<file path="src/rtl/clk_tick_gen.sv">
// Multi-channel programmable clock-enable generator: each channel emits a one-cycle
// tick every (DIV+1) clocks plus a square wave that toggles on each tick.
module clk_tick_gen #(
  parameter int NCH     = 2,
  parameter int DIVW    = 16,
  parameter int DEF_DIV = 11,
  parameter int CHW     = 3
) (
  input  logic            clk,
  input  logic            rst_n,
  input  logic [NCH-1:0]  en,
  input  logic            restart,
  input  logic            wr_en,
  input  logic [CHW-1:0]  wr_ch,
  input  logic [DIVW-1:0] wr_data,
  output logic [NCH-1:0]  tick,
  output logic [NCH-1:0]  sq,
  output logic [NCH-1:0]  pend
);

  logic [DIVW-1:0] cnt   [NCH];
  logic [DIVW-1:0] div_q [NCH];
  logic [DIVW-1:0] div_p [NCH];
  logic [DIVW-1:0] dn    [NCH];
  logic [NCH-1:0]  hit;

  // Divisor for the next period: a same-cycle write bypasses the pending slot.
  always_comb begin
    for (int i = 0; i < NCH; i++) begin
      hit[i] = wr_en && (wr_ch == CHW'(i));
      if (hit[i])
        dn[i] = wr_data;
      else if (pend[i])
        dn[i] = div_p[i];
      else
        dn[i] = div_q[i];
    end
  end

  // Down-counter reloads only at zero, so a new divisor never cuts a period short.
  always_ff @(posedge clk or negedge rst_n) begin
    if (!rst_n) begin
      for (int i = 0; i < NCH; i++) begin
        cnt[i]   <= '0;
        div_q[i] <= DIVW'(DEF_DIV);
        div_p[i] <= '0;
      end
      tick <= '0;
      sq   <= '0;
      pend <= '0;
    end else begin
      for (int i = 0; i < NCH; i++) begin
        if (restart) begin
          cnt[i]  <= '0;
          sq[i]   <= 1'b0;
          tick[i] <= 1'b0;
          if (hit[i]) begin
            div_p[i] <= wr_data;
            pend[i]  <= 1'b1;
          end
        end else if (en[i] && (cnt[i] == '0)) begin
          tick[i]  <= 1'b1;
          sq[i]    <= ~sq[i];
          cnt[i]   <= dn[i];
          div_q[i] <= dn[i];
          pend[i]  <= 1'b0;
        end else begin
          tick[i] <= 1'b0;
          if (en[i])
            cnt[i] <= cnt[i] - 1'b1;
          if (hit[i]) begin
            div_p[i] <= wr_data;
            pend[i]  <= 1'b1;
          end
        end
      end
    end
  end

endmodule

</file>
<file path="config.mk">
export PLATFORM = sky130hd
export DESIGN_NAME = clk_tick_gen
export DESIGN_NICKNAME = d
export VERILOG_FILES = /design/src/rtl/clk_tick_gen.sv
export SDC_FILE = /design/constraint.sdc
export NUM_CORES = 1
export LEC_CHECK = 0
export ABC_CLOCK_PERIOD_IN_PS = 4900
export BUFFER_PORTS_ARGS = -buffer_cell sky130_fd_sc_hd__buf_2
export CORE_MARGIN = 2
export CORE_UTILIZATION = 40
export DETAILED_ROUTE_END_ITERATION = 6
export PLACE_DENSITY_LB_ADDON = 0.12
export SYNTH_ARGS = -nofsm -noshare
export SYNTH_HDL_FRONTEND = slang
export SYNTH_SLANG_ARGS = --single-unit
</file>
<file path="constraint.sdc">
create_clock -name clk -period 4.9 [get_ports clk]
set_clock_uncertainty 0.1 [all_clocks]
set_input_delay 0.49 -clock clk [delete_from_list [all_inputs] [get_ports clk]]
set_output_delay 0.49 -clock clk [all_outputs]
set_load 0.005 [all_outputs]
</file>
== After elaboration in Yosys (flattened, before gate mapping) ==
Index checks and enable logic that the tools add are counted.

* Reductions and logical operators: 13
* Multiplexer cells: 30
* Equality and inequality tests: 3
* $add $sub $neg: 2
* Bitwise logic cells: 3

{| class="wikitable"
|+ Operators by type and width
! cell !! count
|-
| $mux 16 || 16
|-
| $logic_not 16->1 || 2
|-
| $sub 16x1->16 const B || 2
|-
| $mux 1 || 14
|-
| $reduce_bool 3->1 || 2
|-
| $logic_and 1x1->1 || 4
|-
| $ne 2x2->1 const B || 2
|-
| $reduce_and 2->1 || 2
|-
| $reduce_bool 2->1 || 2
|-
| $eq 3x1->1 const B || 1
|-
| $logic_not 3->1 || 1
|-
| $not 1->1 || 3
|}

* Logic and storage cells: 61
* Register bits: 102
* Input bits: 25

== Logic depth before layout (Yosys ltp) ==
Gate-level depths: netlist of run 1.

* Depth in word-level cells: 5
* Depth in mapped cells: 9
* Gate-level depth less buffers: 8

== Worst setup path after synthesis of run 1 ==
OpenSTA, ideal clock, no wires.

* Kind: register -> register
* Start point: register cnt[13] in the netlist's numbering
* End point: register div_p[10] in the netlist's numbering
* Buffers on the path: 3
* Setup slack: 2147 ps
* Data required time: 4675 ps
* Stages on the path, launching flop included: 9
* Library setup time: 125 ps
* Arrival: 2528 ps
* Path through: dfrtp_1 or4_1 buf_2 or3_4 nor4_4 nand2b_1 buf_6 buf_12 mux2_4

* Cells in the longest elaborated chain, start to end: 3

{| class="wikitable"
|+ Ends and longest elaborated chain
! item !! RTL line !! source
|-
| from (decl) || 21 || <nowiki>logic [DIVW-1:0] cnt [NCH];</nowiki>
|-
| from (signal, indexed assignment) || 64 || <nowiki>cnt[i] <= dn[i];</nowiki>
|-
| from (signal, indexed assignment) || 70 || <nowiki>cnt[i] <= cnt[i] - 1'b1;</nowiki>
|-
| $logic_not 16->1 || 61 || <nowiki>end else if (en[i] && (cnt[i] == '0)) begin</nowiki>
|-
| $logic_and 1x1->1 || 61 ||
|-
| $ne 2x2->1 (no line) || n/a ||
|-
| to (signal, indexed assignment) || 58 || <nowiki>div_p[i] <= wr_data;</nowiki>
|-
| to (signal, indexed assignment) || 72 || <nowiki>div_p[i] <= wr_data;</nowiki>
|-
| to (decl) || 23 || <nowiki>logic [DIVW-1:0] div_p [NCH];</nowiki>
|}

Every way passes these cells.
A chain may end at the register's enable or synchronous reset.

== Worst setup path after layout of run 1 ==
* Start point: register cnt[13] in the netlist's numbering
* End point: register div_p[3] in the netlist's numbering

The elaborated chain is that of the path after synthesis.

==> results of run 1 <==
## report_power, final
part / internal [W] / switching [W] / leakage (nW)
registers: 0.00116 / 0.000261 / 1.28
logic: 0.000668 / 0.000812 / 1.23
clock network: 0.000408 / 0.000316 / 0.148
total: 0.00224 / 0.00139 / 2.66
## flip-flops by register name (all words and copies together) (netlist names)
| register | cells |
|---|---|
| cnt | 32 |
| pend | 2 |
| sq | 2 |
| div_p | 32 |
| tick | 2 |
| div_q | 32 |
## layout make-up
class | count | area (µm²)
clock buffers | 10 | 239
clock inverters | 6 | 61.3
fillers | 1264 | 7210
inverters | 12 | 45.0
multi-input cells | 381 | 2640
flip-flops and latches | 102 | 2560
well taps | 176 | 220
repair buffers | 38 | 213
## cell usage after synthesis, types with 4 or more instances
library cell,count
dfrtp_1,96
nor2_1,46
nand2_1,45
o21ai_0,39
mux2i_1,36
a21oi_1,31
mux2_2,31
clkbuf_1,26
a2bb2oi_1,11
o22ai_1,11
inv_1,10
mux2_4,10
or4_1,10
nor3_1,9
nor4_1,9
nand3_1,7
dfstp_2,6
o211ai_1,6
or3_1,6
a211oi_1,5
a31oi_1,5
nand2b_1,5
nand3b_1,4
nor4b_1,4
o2111ai_1,4
o311ai_0,4
## worst paths after layout
path	cells after the start	slack [ps]	to	start
worst max register to register	5	1370	div_p[3]$_DFFE_PN0P_	cnt[13]$_DFFE_PN0P_
worst min-delay path	1	160	div_p[13]$_DFFE_PN0P_	rst_n
worst max-delay path	5	1370	div_p[3]$_DFFE_PN0P_	cnt[13]$_DFFE_PN0P_
max in group asynchronous	2	3500	div_q[17]$_DFFE_PN1P_	rst_n
min in group clk	2	340	div_p[2]$_DFFE_PN0P_	wr_data[2]
worst min register to register	2	370	div_q[9]$_DFFE_PN0P_	div_q[9]$_DFFE_PN0P_
## cells by family after synthesis
| group | after synthesis | share of synthesized area, % |
|---|---|---|
| AOI/OAI and AO/OA | 133 | 15.8 |
| buffers and inverters | 42 | 3.40 |
| adders and majority gates | 2 | 0.466 |
| xor gates and xnor gates | 3 | 0.489 |
| DFF | 102 | 47.7 |
| muxes | 77 | 16.0 |
| and+or+nand+nor | 166 | 16.2 |
## metal layers
layer	routed length [µm]	global-route usage (%)
met1	6340	27.4
met2	6460	32.8
met3	408	3.75
met4	318	6.91
met5	0	0
## critical path, stage by stage, from the launching register on
cell	delay, ps
dfrtp_1	380
or4_1	670
or3_4	410
nor4_4	570
nand2b_1	840
mux2_2	430
## through the flow
step,hold WS [ps],util [%],instances,area (µm²)
after floorplan,94.4,-,525,5370
after global placement,355,43.0,709,5680
after detailed placement,360,43.0,709,5680
after CTS,225,45.3,725,5980
after global routing,248,45.3,725,5980
final,159,45.3,725,5980
==> impl_metrics.env, run 1 <==
export IMPL_max_freq_mhz=283
export IMPL_start_util_pct=40.7
export IMPL_grt_max_degree=73
export IMPL_fin_crit_ps=3530
export IMPL_ys_warn_count=0
export IMPL_drc_errors=0
export IMPL_synth_seq_cells=102
export IMPL_syn_area_um2=5370
export IMPL_worst_ep_arrival_time_ps=3660
export IMPL_dr_pass1_iters=5
export IMPL_critical_path_required_ps=5030
export IMPL_diodes=0
export IMPL_yosysTopAreaCellShare_pct=44.7
export IMPL_first_iter_violations=310
export IMPL_htree_levels=3
export IMPL_setup_violations_final=0
export IMPL_drt_wirelength_per_cell_um=18.7
export IMPL_final_setup_tns_ps=0
export IMPL_yosysSeqAreaShare_pct=47.7
export IMPL_post_cts_buffers=0
export IMPL_grt_use_total_pct=20.3
export IMPL_crit_fanout=16
export IMPL_postSynthCellCount=525
export IMPL_syn_num_nets=552
export IMPL_ioPinCount=31
export IMPL_fp_dieH_um=120
export IMPL_critPathLaunchType="flop"
export IMPL_cts_tree="yes"
export IMPL_via_count=4143
export IMPL_die_area_um2=14400
export IMPL_leakage_nw=2.66
export IMPL_cts_root_buf="clkbuf_16"
export IMPL_numCtsBuffers=9
export IMPL_area_delta_synth_final_pct=11.3
export IMPL_clk_pin_slew_ps=70
export IMPL_min_period_over_period_pct=72.0
export IMPL_rsz0062_at_grt="no"
export IMPL_final_cell_mix="dfrtp_1 (96), nor2_1 (46), nand2_1 (45), o21ai_0 (39), mux2i_1 (36)"
export IMPL_critical_path_class="flop to flop"
export IMPL_portBuffers=30
export IMPL_antenna_found_initial=0
export IMPL_synth_edf_count=0
export IMPL_place_gp_congestion=0.809
export IMPL_place_ws_ps=1320
export IMPL_synth_avg_cell_area_um2=10.2
export IMPL_drive_gt1_share_pct=20.4
export IMPL_grt_pass1_vias=4089
export IMPL_finalMaxSlewViolations=0
export IMPL_outcome="completed"
export IMPL_vias_per_cell=5.71
export IMPL_synth_flop_cell="dfrtp_1"
export IMPL_rows=42
export IMPL_end_kind="flop"
export IMPL_synthArstFlopShare_pct=100
export IMPL_cap_violations=0
export IMPL_hold_violations=0
export IMPL_final_common_cell="dfrtp_1"
export IMPL_layout_setup_ws_ps=1370
export IMPL_clock_sinks=102
export IMPL_clock_path_buffers=2
export IMPL_grt_ovfl_total=0
export IMPL_grt_pass1_wl_um=22200
export IMPL_die_x_um=120
export IMPL_synth_top_area_cell="dfrtp_1"
export IMPL_clk_latency_ps=350
export IMPL_synth_area_leaders="dfrtp_1 (45%), mux2i_1 (6.7%), mux2_2 (6.5%), o21ai_0 (3.6%), nor2_1 (3.2%)"
export IMPL_finalPower_w=0.00362
export IMPL_post_dp_hpwl_um=9500
export IMPL_synth_cell_type_count=63
export IMPL_hp_class="primary input to asynchronous set/reset pin"
export IMPL_p_per_area_nw_per_um2=606
export IMPL_cts_resized=0
export IMPL_relSlewSlack_pct=34.2
export IMPL_design_core_area_um2=13200
export IMPL_cts_hold_buf=0
export IMPL_drt_wl_total_um=13500
export IMPL_vdd_drop_max_mv=0.255
export IMPL_worst_pin_slew_ps=987
export IMPL_nNetsFinal=571
export IMPL_antenna_left=0
(Power assumes the default switching activity.)
==> run 2: changes to the inputs <==
--- a/config.mk
+++ b/config.mk
@@ -5,7 +5,8 @@
 export SDC_FILE = /design/constraint.sdc
 export NUM_CORES = 1
 export LEC_CHECK = 0
-export ABC_CLOCK_PERIOD_IN_PS = 4900
+export ABC_AREA = 1
+export ABC_CLOCK_PERIOD_IN_PS = 3500
 export BUFFER_PORTS_ARGS = -buffer_cell sky130_fd_sc_hd__buf_2
 export CORE_MARGIN = 2
 export CORE_UTILIZATION = 40
==> constraint.sdc (replaced) <==
create_clock -name clk -period 3.5 [get_ports clk]
set_clock_uncertainty 0.1 [all_clocks]
set_input_delay 0.35 -clock clk [delete_from_list [all_inputs] [get_ports clk]]
set_output_delay 0.35 -clock clk [all_outputs]
set_load 0.005 [all_outputs]
==> impl_metrics.env, run 2 <==
export IMPL_finalMaxSlewViolations=0
export IMPL_ys_warn_count=0
export IMPL_leakage_nw=3.17
export IMPL_yosysTopAreaCellShare_pct=41.4
export IMPL_worst_path_buf_inv=1
export IMPL_die_area_um2=15500
export IMPL_reg2reg_depth=9
export IMPL_post_cts_buffers=0
export IMPL_hold_depth=3
export IMPL_worst_pin_slew_ps=920
export IMPL_cts_resized=0
export IMPL_critical_path_class="flop to flop"
export IMPL_first_iter_violations=382
export IMPL_drive_gt1_share_pct=15.0
export IMPL_finalCoreUtilization_pct=43.9
export IMPL_grt_max_degree=53
export IMPL_syn_area_um2=5810
export IMPL_drc_errors=0
export IMPL_dr_pass1_iters=5
export IMPL_antenna_found_initial=0
export IMPL_p_per_area_nw_per_um2=874
export IMPL_synth_top_area_cell="dfrtp_1"
export IMPL_synth_commonest_cells="nand2_1 (250), dfrtp_1 (96), o21ai_0 (85)"
export IMPL_drt_wirelength_per_cell_um=15.5
export IMPL_relSlewSlack_pct=38.5
export IMPL_cp_slowest_cell="nand2_2"
export IMPL_synth_cell_type_count=37
export IMPL_htree_levels=3
export IMPL_synth_flop_cell="dfrtp_1"
export IMPL_synth_most_common_cell="nand2_1"
export IMPL_numCtsBuffers=9
export IMPL_critical_path_required_ps=3610
export IMPL_largestRegisters="cnt x32, div_p x32, div_q x32"
export IMPL_postSynthCellCount=772
export IMPL_hp_class="primary input to flop"
export IMPL_setup_violations_final=0
export IMPL_place_gp_congestion=0.861
export IMPL_cap_violations=0
export IMPL_finalPower_w=0.00552
export IMPL_antenna_left=0
export IMPL_grt_pass1_wl_um=25300
export IMPL_grt_ovfl_total=0
export IMPL_clk_latency_ps=350
export IMPL_grt_pass1_vias=4789
export IMPL_ioPinCount=31
export IMPL_rows=44
export IMPL_post_dp_hpwl_um=10900
export IMPL_vias_per_cell=5.12
export IMPL_clk_pin_slew_ps=70
export IMPL_vdd_drop_max_mv=0.327
export IMPL_nNetsFinal=814
export IMPL_hold_violations=0
export IMPL_rsz0062_at_grt="no"
export IMPL_die_x_um=124
export IMPL_fin_crit_ps=2640
export IMPL_critical_path_depth=9
export IMPL_crit_fanout=32
export IMPL_critPathLaunchType="flop"
export IMPL_syn_num_nets=799
export IMPL_outcome="completed"
export IMPL_design_core_area_um2=14400
export IMPL_synth_avg_cell_area_um2=7.52
export IMPL_final_setup_tns_ps=0
export IMPL_multi_input_area_um2=2790
export IMPL_synthArstFlopShare_pct=100
export IMPL_area_delta_synth_final_pct=8.75
export IMPL_final_cell_mix="nand2_1 (250), dfrtp_1 (96), o21ai_0 (85), nor2_1 (71), inv_1 (62)"
export IMPL_cts_root_buf="clkbuf_16"
export IMPL_worstPathCellList="inv_1 -> ha_1 -> nand2_2 -> nor2_4 -> nand2_4 -> nor2_8 -> nand2_2 -> nand2_2 -> o21ai_0"
export IMPL_critPathMaxStageDelay_ps=580
export IMPL_synth_edf_count=0
export IMPL_cp_common_cell="nand2_2"
export IMPL_cp_top_family="simple AND/OR/NAND/NOR gates"
export IMPL_synth_area_leaders="dfrtp_1 (41%), nand2_1 (16%), o21ai_0 (7.3%), nor2_1 (4.6%), nand3_1 (4.2%)"
export IMPL_min_period_over_period_pct=75.5
export IMPL_max_freq_mhz=378
export IMPL_clock_path_buffers=2
export IMPL_fp_dieH_um=124
export IMPL_yosysSeqAreaShare_pct=44.1
export IMPL_clock_sinks=102
export IMPL_drt_wl_total_um=15200
export IMPL_worst_ep_arrival_time_ps=2750
export IMPL_cts_tree="yes"
export IMPL_synth_seq_cells=102
export IMPL_end_kind="flop"
export IMPL_final_common_cell="nand2_1"
export IMPL_portBuffers=30
export IMPL_start_util_pct=40.4
export IMPL_via_count=5007
export IMPL_nFillCells=1455
export IMPL_ff_latch_area_um2=2560
export IMPL_grt_use_total_pct=20.5
## run 2: cell types whose count changed after synthesis, moves of 16 or more
| cell | delta |
|---|---|
| a21oi_1 | -27 |
| nand4_1 | +16 |
| o21ai_2 | +28 |
| nand2_2 | +16 |
| inv_1 | +52 |
| mux2_2 | -31 |
| nor2_1 | +25 |
| nand2_1 | +205 |
| o21ai_0 | +46 |
| mux2i_1 | -36 |
| nand3_1 | +42 |
## run 2: cells by family after synthesis
group	Yosys count	synth area share (%)
and+or+nand+nor	426	32.3
AOI/OAI and AO/OA	131	13.3
DFF	102	44.1
buffers and inverters	98	7.93
xor gates and xnor gates	13	1.96
adders and majority gates	2	0.431
## run 2: report_power, final
group | switching (W) | leakage (nW) | internal [W] | total, W
logic | 0.00167 | 1.74 | 0.000918 | 0.00259
clock network | 0.000462 | 0.128 | 0.000481 | 0.000942
registers | 0.000356 | 1.31 | 0.00163 | 0.00199
total | 0.00249 | 3.17 | 0.00303 | 0.00552
## run 2: final timing paths
path	slack, ps	end	startpoint
max reg2reg	860	div_p[13]$_DFFE_PN0P_	cnt[0]$_DFFE_PN0P_
min reg2reg	380	div_q[1]$_DFFE_PN1P_	div_q[1]$_DFFE_PN1P_
min	190	div_p[21]$_DFFE_PN0P_	wr_data[5]
min in group asynchronous	490	div_q[6]$_DFFE_PN0P_	rst_n
max in group asynchronous	2030	div_q[19]$_DFFE_PN1P_	rst_n
max	860	div_p[13]$_DFFE_PN0P_	cnt[0]$_DFFE_PN0P_
## run 2: area by class of cell
type                    count  area share (%)
well taps                 184            3.65
flip-flops and latches    102            40.5
inverters                  64            3.80
diodes                      1          0.0396
clock inverters             6           0.614
multi-input cells         572            44.1
repair buffers             38            3.61
clock buffers              10            3.63
## run 2: layer usage
layer,wire [µm],vias up,global-route usage (%),share of wire (%)
met4,379,0,7.14,2.5
met5,0,-,0,0
li1,-,2503,-,-
met2,6950,119,31.9,46
met1,7250,2360,28.4,48
met3,574,25,4.12,3.8
## run 2: what timing repair did
item                                    in CTS  in global routing
endpoints found under the hold margin       50                  0
endpoints found under the setup margin       0                  0
hold buffers                                 1                  0
## run 2: tightest hold or removal path, cell delays in order
cell     delay (ps)
buf_2           120
inv_1            80
o21ai_2          60
## run 2: metrics by stage
step,std cells,hold slack [ps],worst slack [ps],instance area (µm²)
4_1_cts,976,191,829,6310
5_1_grt,976,204,575,6310
3_3_place_gp,959,343,1000,6030
6_report,977,194,856,6310
3_5_place_dp,959,350,854,6030
2_1_floorplan,772,-45.6,1730,5810
==> run 3: changes to the inputs <==
--- a/config.mk
+++ b/config.mk
@@ -6,7 +6,7 @@
 export NUM_CORES = 1
 export LEC_CHECK = 0
 export ABC_AREA = 1
-export ABC_CLOCK_PERIOD_IN_PS = 3500
+export ABC_CLOCK_PERIOD_IN_PS = 2250
 export BUFFER_PORTS_ARGS = -buffer_cell sky130_fd_sc_hd__buf_2
 export CORE_MARGIN = 2
 export CORE_UTILIZATION = 40
==> constraint.sdc (replaced) <==
create_clock -name clk -period 2.25 [get_ports clk]
set_clock_uncertainty 0.1 [all_clocks]
set_input_delay 0.225 -clock clk [delete_from_list [all_inputs] [get_ports clk]]
set_output_delay 0.225 -clock clk [all_outputs]
set_load 0.005 [all_outputs]
==> impl_metrics.env, run 3 (synthesis gave the netlist of run 2 again) <==
export IMPL_r2r_start="cnt[16]$_DFFE_PN0P_"
export IMPL_outcome="completed"
export IMPL_critPathLaunchType="flop"
export IMPL_htree_levels=3
export IMPL_fin_crit_ps=2050
export IMPL_worst_ep_arrival_time_ps=2210
export IMPL_grt_pass1_vias=5032
export IMPL_cp_top_family="simple AND/OR/NAND/NOR gates"
export IMPL_drc_errors=0
export IMPL_hold_violations=0
export IMPL_drive_gt1_share_pct=17.3
export IMPL_via_count=5150
export IMPL_numCtsBuffers=9
export IMPL_relSlewSlack_pct=31.9
export IMPL_dr_pass1_iters=5
export IMPL_grt_use_total_pct=21.5
export IMPL_post_cts_buffers=0
export IMPL_cts_root_buf="clkbuf_16"
export IMPL_cp_common_cell="nand2_1"
export IMPL_rsz0062_at_grt="no"
export IMPL_min_period_over_period_pct=91.3
export IMPL_grt_ovfl_total=0
export IMPL_final_setup_tns_ps=0
export IMPL_worst_path_buf_inv=2
export IMPL_first_iter_violations=437
export IMPL_diodes=0
export IMPL_leakage_nw=3.29
export IMPL_ff_latch_area_um2=2560
export IMPL_grt_pass1_wl_um=26300
export IMPL_antenna_left=0
export IMPL_multi_input_area_um2=2820
export IMPL_ioPinCount=31
export IMPL_drt_wl_total_um=15900
export IMPL_die_area_um2=15500
export IMPL_hp_class="primary input to flop"
export IMPL_rows=44
export IMPL_max_freq_mhz=487
export IMPL_finalMaxSlewViolations=0
export IMPL_p_per_area_nw_per_um2=1380
export IMPL_crit_fanout=8
export IMPL_clk_pin_slew_ps=80
export IMPL_drt_wirelength_per_cell_um=16.0
export IMPL_worstPathCellList="inv_1 -> ha_1 -> nand2_2 -> nor2_1 -> nand3_2 -> buf_4 -> nand4_1 -> nand2_1 -> nand2_1 -> nand2_1"
export IMPL_critical_path_required_ps=2410
export IMPL_critical_path_class="flop to flop"
export IMPL_die_x_um=124
export IMPL_cts_tree="yes"
export IMPL_setup_violations_final=0
export IMPL_fp_dieH_um=124
export IMPL_vdd_drop_max_mv=0.624
export IMPL_post_dp_hpwl_um=11400
export IMPL_worst_pin_slew_ps=1020
export IMPL_cap_violations=0
export IMPL_clk_latency_ps=360
export IMPL_clock_sinks=102
export IMPL_end_kind="flop"
export IMPL_startpoint="cnt[16]$_DFFE_PN0P_"
export IMPL_cp_slowest_cell="dfrtp_1"
export IMPL_antenna_found_initial=0
export IMPL_clock_path_buffers=2
export IMPL_portBuffers=30
export IMPL_largestRegisters="cnt x32, div_p x32, div_q x32"
export IMPL_start_util_pct=40.4
export IMPL_final_cell_mix="nand2_1 (250), dfrtp_1 (96), o21ai_0 (85), nor2_1 (70), inv_1 (62)"
export IMPL_nNetsFinal=833
export IMPL_hold_start="wr_data[5]"
export IMPL_final_common_cell="nand2_1"
export IMPL_critPathMaxStageDelay_ps=410
export IMPL_grt_max_degree=43
export IMPL_nFillCells=1449
export IMPL_design_core_area_um2=14400
export IMPL_area_delta_synth_final_pct=12.6
export IMPL_place_gp_congestion=0.883
export IMPL_finalCoreUtilization_pct=45.5
export IMPL_vias_per_cell=5.18
==> run 3: cell types whose count changed in the layout (fill, tap and decap cells not counted), moves of 2 or more <==
cell	previous run	this run
buf_4	7	23
inv_6	0	3
buf_12	1	3
clkinv_2	3	1
==> run 3: metrics by stage <==
| stage | std cells | power [W] | area [µm²] | hold WS (ps) | worst slack (ps) |
|---|---|---|---|---|---|
| 2_1_floorplan | 772 | 0.00621 | 5810 | -171 | 481 |
| 3_3_place_gp | 977 | 0.00726 | 6190 | 180 | 117 |
| 3_5_place_dp | 977 | 0.00736 | 6190 | 189 | 113 |
| 4_1_cts | 994 | 0.00901 | 6500 | 52.2 | 110 |
| 5_1_grt | 995 | 0.00983 | 6540 | 67.5 | 17.5 |
| 6_report | 995 | 0.00900 | 6540 | 56.7 | 196 |
==> run 3: final cells by class <==
cell class	instances	share of cell area, %
clock inverters	6	1.05
clock buffers	10	3.50
well taps	184	3.52
repair buffers	56	5.93
inverters	64	3.68
multi-input cells	573	43.1
flip-flops and latches	102	39.2
==> run 3: final timing paths <==
kind | end | slack [ps] | cells after the start
min in group asynchronous | tick[1]$_DFF_PN0_ | 320 | 2
max | cnt[23]$_DFFE_PN0P_ | 200 | 10
min | div_p[21]$_DFFE_PN0P_ | 60 | 3
min reg2reg | div_q[17]$_DFFE_PN1P_ | 380 | 2
max in group asynchronous | div_q[17]$_DFFE_PN1P_ | 1000 | 3
max reg2reg | cnt[23]$_DFFE_PN0P_ | 200 | 10
==> run 3: what timing repair did <==
action                                 in CTS  in global routing
hold buffers                                1                  0
resized for setup                           0                  4
endpoints found under the hold margin      36                  0
setup endpoints to repair                   0                 13
==> run 3: power breakdown <==
part | switching (W) | internal (W)
clock network | 0.000758 | 0.000875
registers | 0.000507 | 0.00254
logic | 0.00275 | 0.00158
==> run 3: worst reg2reg max path, cell delays in order, from the launching register on <==
cell and delay [ps]:
dfrtp_1 410, inv_1 110, ha_1 210, nand2_2 110, nor2_1 280, nand3_2 260, buf_4 240, nand4_1 70
nand2_1 60, nand2_1 50, nand2_1 60
==> run 3: routing by layer <==
metal | wire length (µm) | GRT usage (%)
met2 | 7480 | 34.4
met1 | 7500 | 29.4
met4 | 340 | 7.14
met5 | 0 | 0
met3 | 627 | 4.17
